**src/rtl/button_conditioner.sv**
```systemverilog
// Push-button conditioner: two-flop synchroniser, symmetric debounce FSM,
// registered press/release/long-press strobes and a debounced pressed level.
module button_conditioner #(
    parameter int unsigned DEBOUNCE_CYCLES = 270000,
    parameter int unsigned LONG_CYCLES     = 27000000,
    parameter bit          BTN_ACTIVE_LOW  = 1'b1
) (
    input  logic clk,
    input  logic rst_n,
    input  logic btn_raw,
    output logic btn_level,
    output logic press_pulse,
    output logic release_pulse,
    output logic long_pulse
);

    localparam int unsigned DB_W   = $clog2(DEBOUNCE_CYCLES + 1);
    localparam int unsigned HOLD_W = $clog2(LONG_CYCLES + 1);

    localparam logic              IDLE_PAD  = BTN_ACTIVE_LOW;
    localparam logic [DB_W-1:0]   DB_MAX    = DB_W'(DEBOUNCE_CYCLES);
    localparam logic [HOLD_W-1:0] HOLD_MAX  = HOLD_W'(LONG_CYCLES);
    localparam logic [HOLD_W-1:0] HOLD_LAST = HOLD_W'(LONG_CYCLES - 1);

    typedef enum logic [1:0] {
        IDLE,
        DB_PRESS,
        PRESSED,
        DB_RELEASE
    } state_t;

    state_t              state, state_next;
    logic [1:0]          sync;
    logic                s_pressed;
    logic [DB_W-1:0]     db_cnt, db_next;
    logic [HOLD_W-1:0]   hold_cnt, hold_next;
    logic                level_next, press_next, release_next, long_next;

    // Synchroniser resets to the idle pad level so reset never looks like a press.
    always_ff @(posedge clk or negedge rst_n) begin
        if (!rst_n) begin
            sync <= {2{IDLE_PAD}};
        end else begin
            sync <= {sync[0], btn_raw};
        end
    end

    assign s_pressed = sync[1] ^ IDLE_PAD;

    always_ff @(posedge clk or negedge rst_n) begin
        if (!rst_n) begin
            state         <= IDLE;
            db_cnt        <= '0;
            hold_cnt      <= '0;
            btn_level     <= 1'b0;
            press_pulse   <= 1'b0;
            release_pulse <= 1'b0;
            long_pulse    <= 1'b0;
        end else begin
            state         <= state_next;
            db_cnt        <= db_next;
            hold_cnt      <= hold_next;
            btn_level     <= level_next;
            press_pulse   <= press_next;
            release_pulse <= release_next;
            long_pulse    <= long_next;
        end
    end

    always_comb begin
        state_next   = state;
        db_next      = db_cnt;
        hold_next    = hold_cnt;
        level_next   = btn_level;
        press_next   = 1'b0;
        release_next = 1'b0;
        long_next    = 1'b0;

        // Hold time keeps running through a release bounce; saturates, never wraps.
        if ((state == PRESSED || state == DB_RELEASE) && hold_cnt != HOLD_MAX) begin
            hold_next = hold_cnt + HOLD_W'(1);
            long_next = (hold_cnt == HOLD_LAST);
        end

        case (state)
            IDLE: begin
                level_next = 1'b0;
                if (s_pressed) begin
                    state_next = DB_PRESS;
                    db_next    = DB_W'(1);
                end
            end
            DB_PRESS: begin
                if (!s_pressed) begin
                    state_next = IDLE;
                    db_next    = '0;
                end else if (db_cnt == DB_MAX) begin
                    state_next = PRESSED;
                    db_next    = '0;
                    hold_next  = '0;
                    level_next = 1'b1;
                    press_next = 1'b1;
                end else begin
                    db_next = db_cnt + DB_W'(1);
                end
            end
            PRESSED: begin
                if (!s_pressed) begin
                    state_next = DB_RELEASE;
                    db_next    = DB_W'(1);
                end
            end
            DB_RELEASE: begin
                if (s_pressed) begin
                    state_next = PRESSED;
                    db_next    = '0;
                end else if (db_cnt == DB_MAX) begin
                    state_next   = IDLE;
                    db_next      = '0;
                    hold_next    = '0;
                    level_next   = 1'b0;
                    release_next = 1'b1;
                    long_next    = 1'b0;
                end else begin
                    db_next = db_cnt + DB_W'(1);
                end
            end
            default: begin
                state_next = IDLE;
                db_next    = '0;
                hold_next  = '0;
                level_next = 1'b0;
            end
        endcase
    end

endmodule
```
**config.mk**
```make
export PLATFORM = sky130hd
export DESIGN_NAME = button_conditioner
export DESIGN_NICKNAME = d
export VERILOG_FILES = /design/src/rtl/button_conditioner.sv
export SDC_FILE = /design/constraint.sdc
export NUM_CORES = 1
export LEC_CHECK = 0
export CORE_ASPECT_RATIO = 0.7
export CORE_MARGIN = 2
export CORE_UTILIZATION = 30
export DETAILED_ROUTE_END_ITERATION = 6
export PLACE_DENSITY = 0.54
export SLEW_MARGIN = 40
export SYNTH_ARGS = -nofsm -noshare
export SYNTH_HDL_FRONTEND = slang
export SYNTH_SLANG_ARGS = --single-unit
```
**constraint.sdc**
```tcl
create_clock -name clk -period 1.89 [get_ports clk]
set_input_delay 0.2835 -clock clk [delete_from_list [all_inputs] [get_ports clk]]
set_output_delay 0.2835 -clock clk [all_outputs]
set_load 0.02 [all_outputs]
```
==> summary.txt, run 1 <==
Logic synthesis
  – Synth Area in Compound Gates: 7.50%
  – Synth area leaders: dfrtp_1 46%, xor2_1 6.7%, nor2_1 5.3%
  – Number of synthesized register bits: 52
  – Cell taking the most area after synthesis: dfrtp_1
  – Ys flop type: dfrtp_1
  – Area share of the largest cell type after synthesis: 45.7%
  – Synth warn: 0
  – Register area share after synthesis: 47.6%
  – Synth Area in Adders: 1.83%
  – Number of synthesized flops with an enable pin: 0
  – Post-synth ARST share: 100%
  – Distinct cells, synth: 52
  – Mapped Cells: 292
  – Post-synthesis mux area share: 1.10%
  – Post-Synth Simple-Gate Area: 29.9%
  – Syn_nets: 299
  – Synthesized area per cell: 9.38 µm²
  – Synthesized cell area: 2740 µm²
  – Synthesized-area fraction occupied by xor and xnor cells: 8.96%
  – Main combinational cell family by area after synthesis: simple AND/OR/NAND/NOR gates

Finish
  – Final #Nets: 349
  – Area of the multi-input gates: 1390 µm²
  – # diodes: 0
  – FF+latch area: 1300 µm²
  – Fillers: 922
  – Finished Core Util: 38.3%
  – Layout cells sized above 1: 21.3%
  – Most common cell after layout, fill and taps aside: dfrtp_1
  – Layout area overhead: 25.5%
  – Most frequent cells in the layout: 50 x dfrtp_1, 41 x buf_4, 38 x nor2_1

Critical path
  – WS Path Type: reg2reg
  – Crit path required time: 2.08 ns
  – RR Endpoint: db_cnt[11]
  – Startpoint Class: flip-flop
  – Worst Setup End Kind: flip-flop
  – Cells on worst reg2reg path: 5
  – CP Max Fanout: 5
  – Worst path arrival time: 2.16 ns
  – FF-to-FF Start: db_cnt[3]
  – Reg-to-reg setup timing slack: -0.08 ns

STA
  – Worst setup margin: -0.0802 ns
  – RSZ-0062 raised after global routing: true
  – Slew Limit Fails: 0
  – Clk_skew: 0.0119 ns
  – Fmax: 508 MHz
  – Worst-Margin Slew: 0.399 ns
  – Fin crit period: 1.97 ns
  – Endpoints failing setup: 9
  – Max_slew headroom: 73.3%
  – Hold Fails Final Rpt: 0
  – Period utilisation layout: 104%

Die
  – Site Rows: 29
  – I/O pin count: 7
  – Die width: 118 µm
  – Die area: 9920 µm²
  – Core area: 8960 µm²
  – Initial Util: 30.5%
  – Die H: 83.9 µm

Clock network
  – H-tree depth: 2
  – CTS root buf: clkbuf_16
  – CTS tree: built
  – CTS buffer count: 5
  – CTS max path bufs: 2
  – Clock insertion delay at the later pin of the skew report: 0.30 ns
  – Clk slew on worst S/H paths: 0.07 ns
  – Num Clock Sinks: 52

Place
  – Dpl hpwl: 4.72 mm
  – Port Buffers: 6
  – Gp weighted congestion: 0.838
  – Place WS: -0.194 ns

Detailed routing
  – Routed Antenna Nets: 0
  – Vias per inst: 4.92
  – Initial drt markers: 186
  – Wirelength per Cell: 13.8 µm
  – Via count: 2297
  – Routed WL: 6.43 mm
  – DRT Pass-1 Iters: 4
  – DRC viols: 0

Global routing
  – First-pass GRT wire length: 11.1 mm
  – Tot GR Track Use: 13.9%
  – Antenna violations before repair: 0
  – Largest net degree at the start of global routing: 26
  – Gr ovfl total: 0
  – Vias in the first global route: 2218

Hold path
  – HP Class: reg2reg
  – Worst hold path depth: 0
  – Hold path start: sync[0]
  – Worst hold path endpoint: sync[1]

Power and ir drop
  – IR drop worst, VDD: 371 µV
  – Total power: 2.20 mW
  – Lkg Pwr: 1.50 nW
  – PD cells: 640 nW/µm²

Status
  – Run status: complete, but fails checks
  – Failing checks: setup timing

Run
  – # Max-Cap Violations: 0
## registers in the layout, indices dropped and copies added (netlist names), named ones only
register	cells
state	1
hold_cnt	25
release_pulse	1
btn_level	1
press_pulse	1
sync	2
long_pulse	1
db_cnt	19
## cell type report
class	instances	share of cell area, %
Sequential cell	52	37.9
Inverter	11	1.20
Clock inverter	3	0.801
Clock buffer	5	3.64
Tap cell	124	4.52
Multi-Input combinational cell	223	40.5
Timing Repair Buffer	49	11.4
## through the flow
step	hold slack [ns]	instances	TNS [ns]	cell area [µm²]
6_report	0.358	467	-0.477	3440
5_1_grt	0.363	467	-4.55	3440
4_1_cts	0.358	466	-0.564	3410
3_5_place_dp	0.170	456	-1.64	3220
3_3_place_gp	0.175	456	-1.17	3220
2_1_floorplan	-0.0121	292	-0.295	2740
## how the worst max path moves through the flow
stage | from | end | slack, ns | depth (start not counted)
2_1_floorplan | db_cnt[13] | db_cnt[11] | -0.09 | 6
3_3_place_gp | db_cnt[17] | db_cnt[11] | -0.17 | 5
3_5_place_dp | db_cnt[17] | db_cnt[11] | -0.19 | 5
4_1_cts | db_cnt[3] | db_cnt[11] | -0.11 | 5
5_1_grt | db_cnt[3] | db_cnt[2] | -0.16 | 5
6_report | db_cnt[3] | db_cnt[11] | -0.08 | 5
## power breakdown
group | switching, mW | leakage [nW] | internal (mW) | total [mW]
Clock | 0.446 | 0.0719 | 0.504 | 0.949
Combinational | 0.0700 | 0.713 | 0.0444 | 0.114
Sequential | 0.00982 | 0.714 | 1.12 | 1.13
## worst max-delay path, cell delays in order (launching register included)
cell and delay, ns:
dfrtp_1 0.38, or4_1 0.51, or4_4 0.47, o21ai_4 0.23, o21ai_1 0.10, a22o_1 0.18
## per-layer routing
metal	wire, µm	part of all wire, %	vias to the layer above	GRT usage [%]
met1	3470	54	1105	21.7
met3	352	5.5	8	3.01
met2	2530	39	49	18.8
li1	-	-	1135	-
met4	76	1.2	0	4.27
met5	0	0	-	0
## repair_timing
action,in CTS,in global routing
pin swaps,1,1
buffers inserted,0,1
resized for setup,4,3
endpoints found under the setup margin,39,47
endpoints found under the hold margin,9,0
hold buffers,1,0
cloned,1,0
## cells in the mapped netlist, drive strengths merged (3+ instances only)
cell type and number:
dfrtp 50, nor2 40, nand2 27, xor2 21, nand3 19, nand4 18
o21ai 13, inv 11, nor3 11, a21oi 10, or3 9, xnor2 7
and3 6, nor4 6, buf 4, ha 4, and2 3, mux2i 3
## logic make-up after synthesis
family | Yosys count
adder cells (fa/ha/maj) | 4
AO/OA/AOI/OAI | 33
flip-flops | 52
XOR/XNOR | 28
multiplexers | 3
AND/OR/NAND/NOR | 154
buffers and inverters | 18
Power figures use the tool's default switching activity.
==> inputs of run 2 (changes only) <==
--- a/config.mk
+++ b/config.mk
@@ -8,6 +8,7 @@
 export CORE_ASPECT_RATIO = 0.7
 export CORE_MARGIN = 2
 export CORE_UTILIZATION = 30
+export CTS_CLUSTER_DIAMETER = 40
 export DETAILED_ROUTE_END_ITERATION = 6
 export PLACE_DENSITY = 0.54
 export SLEW_MARGIN = 40
==> results of run 2 <==
The final DEF is identical to that of run 1; final timing and power are the same.
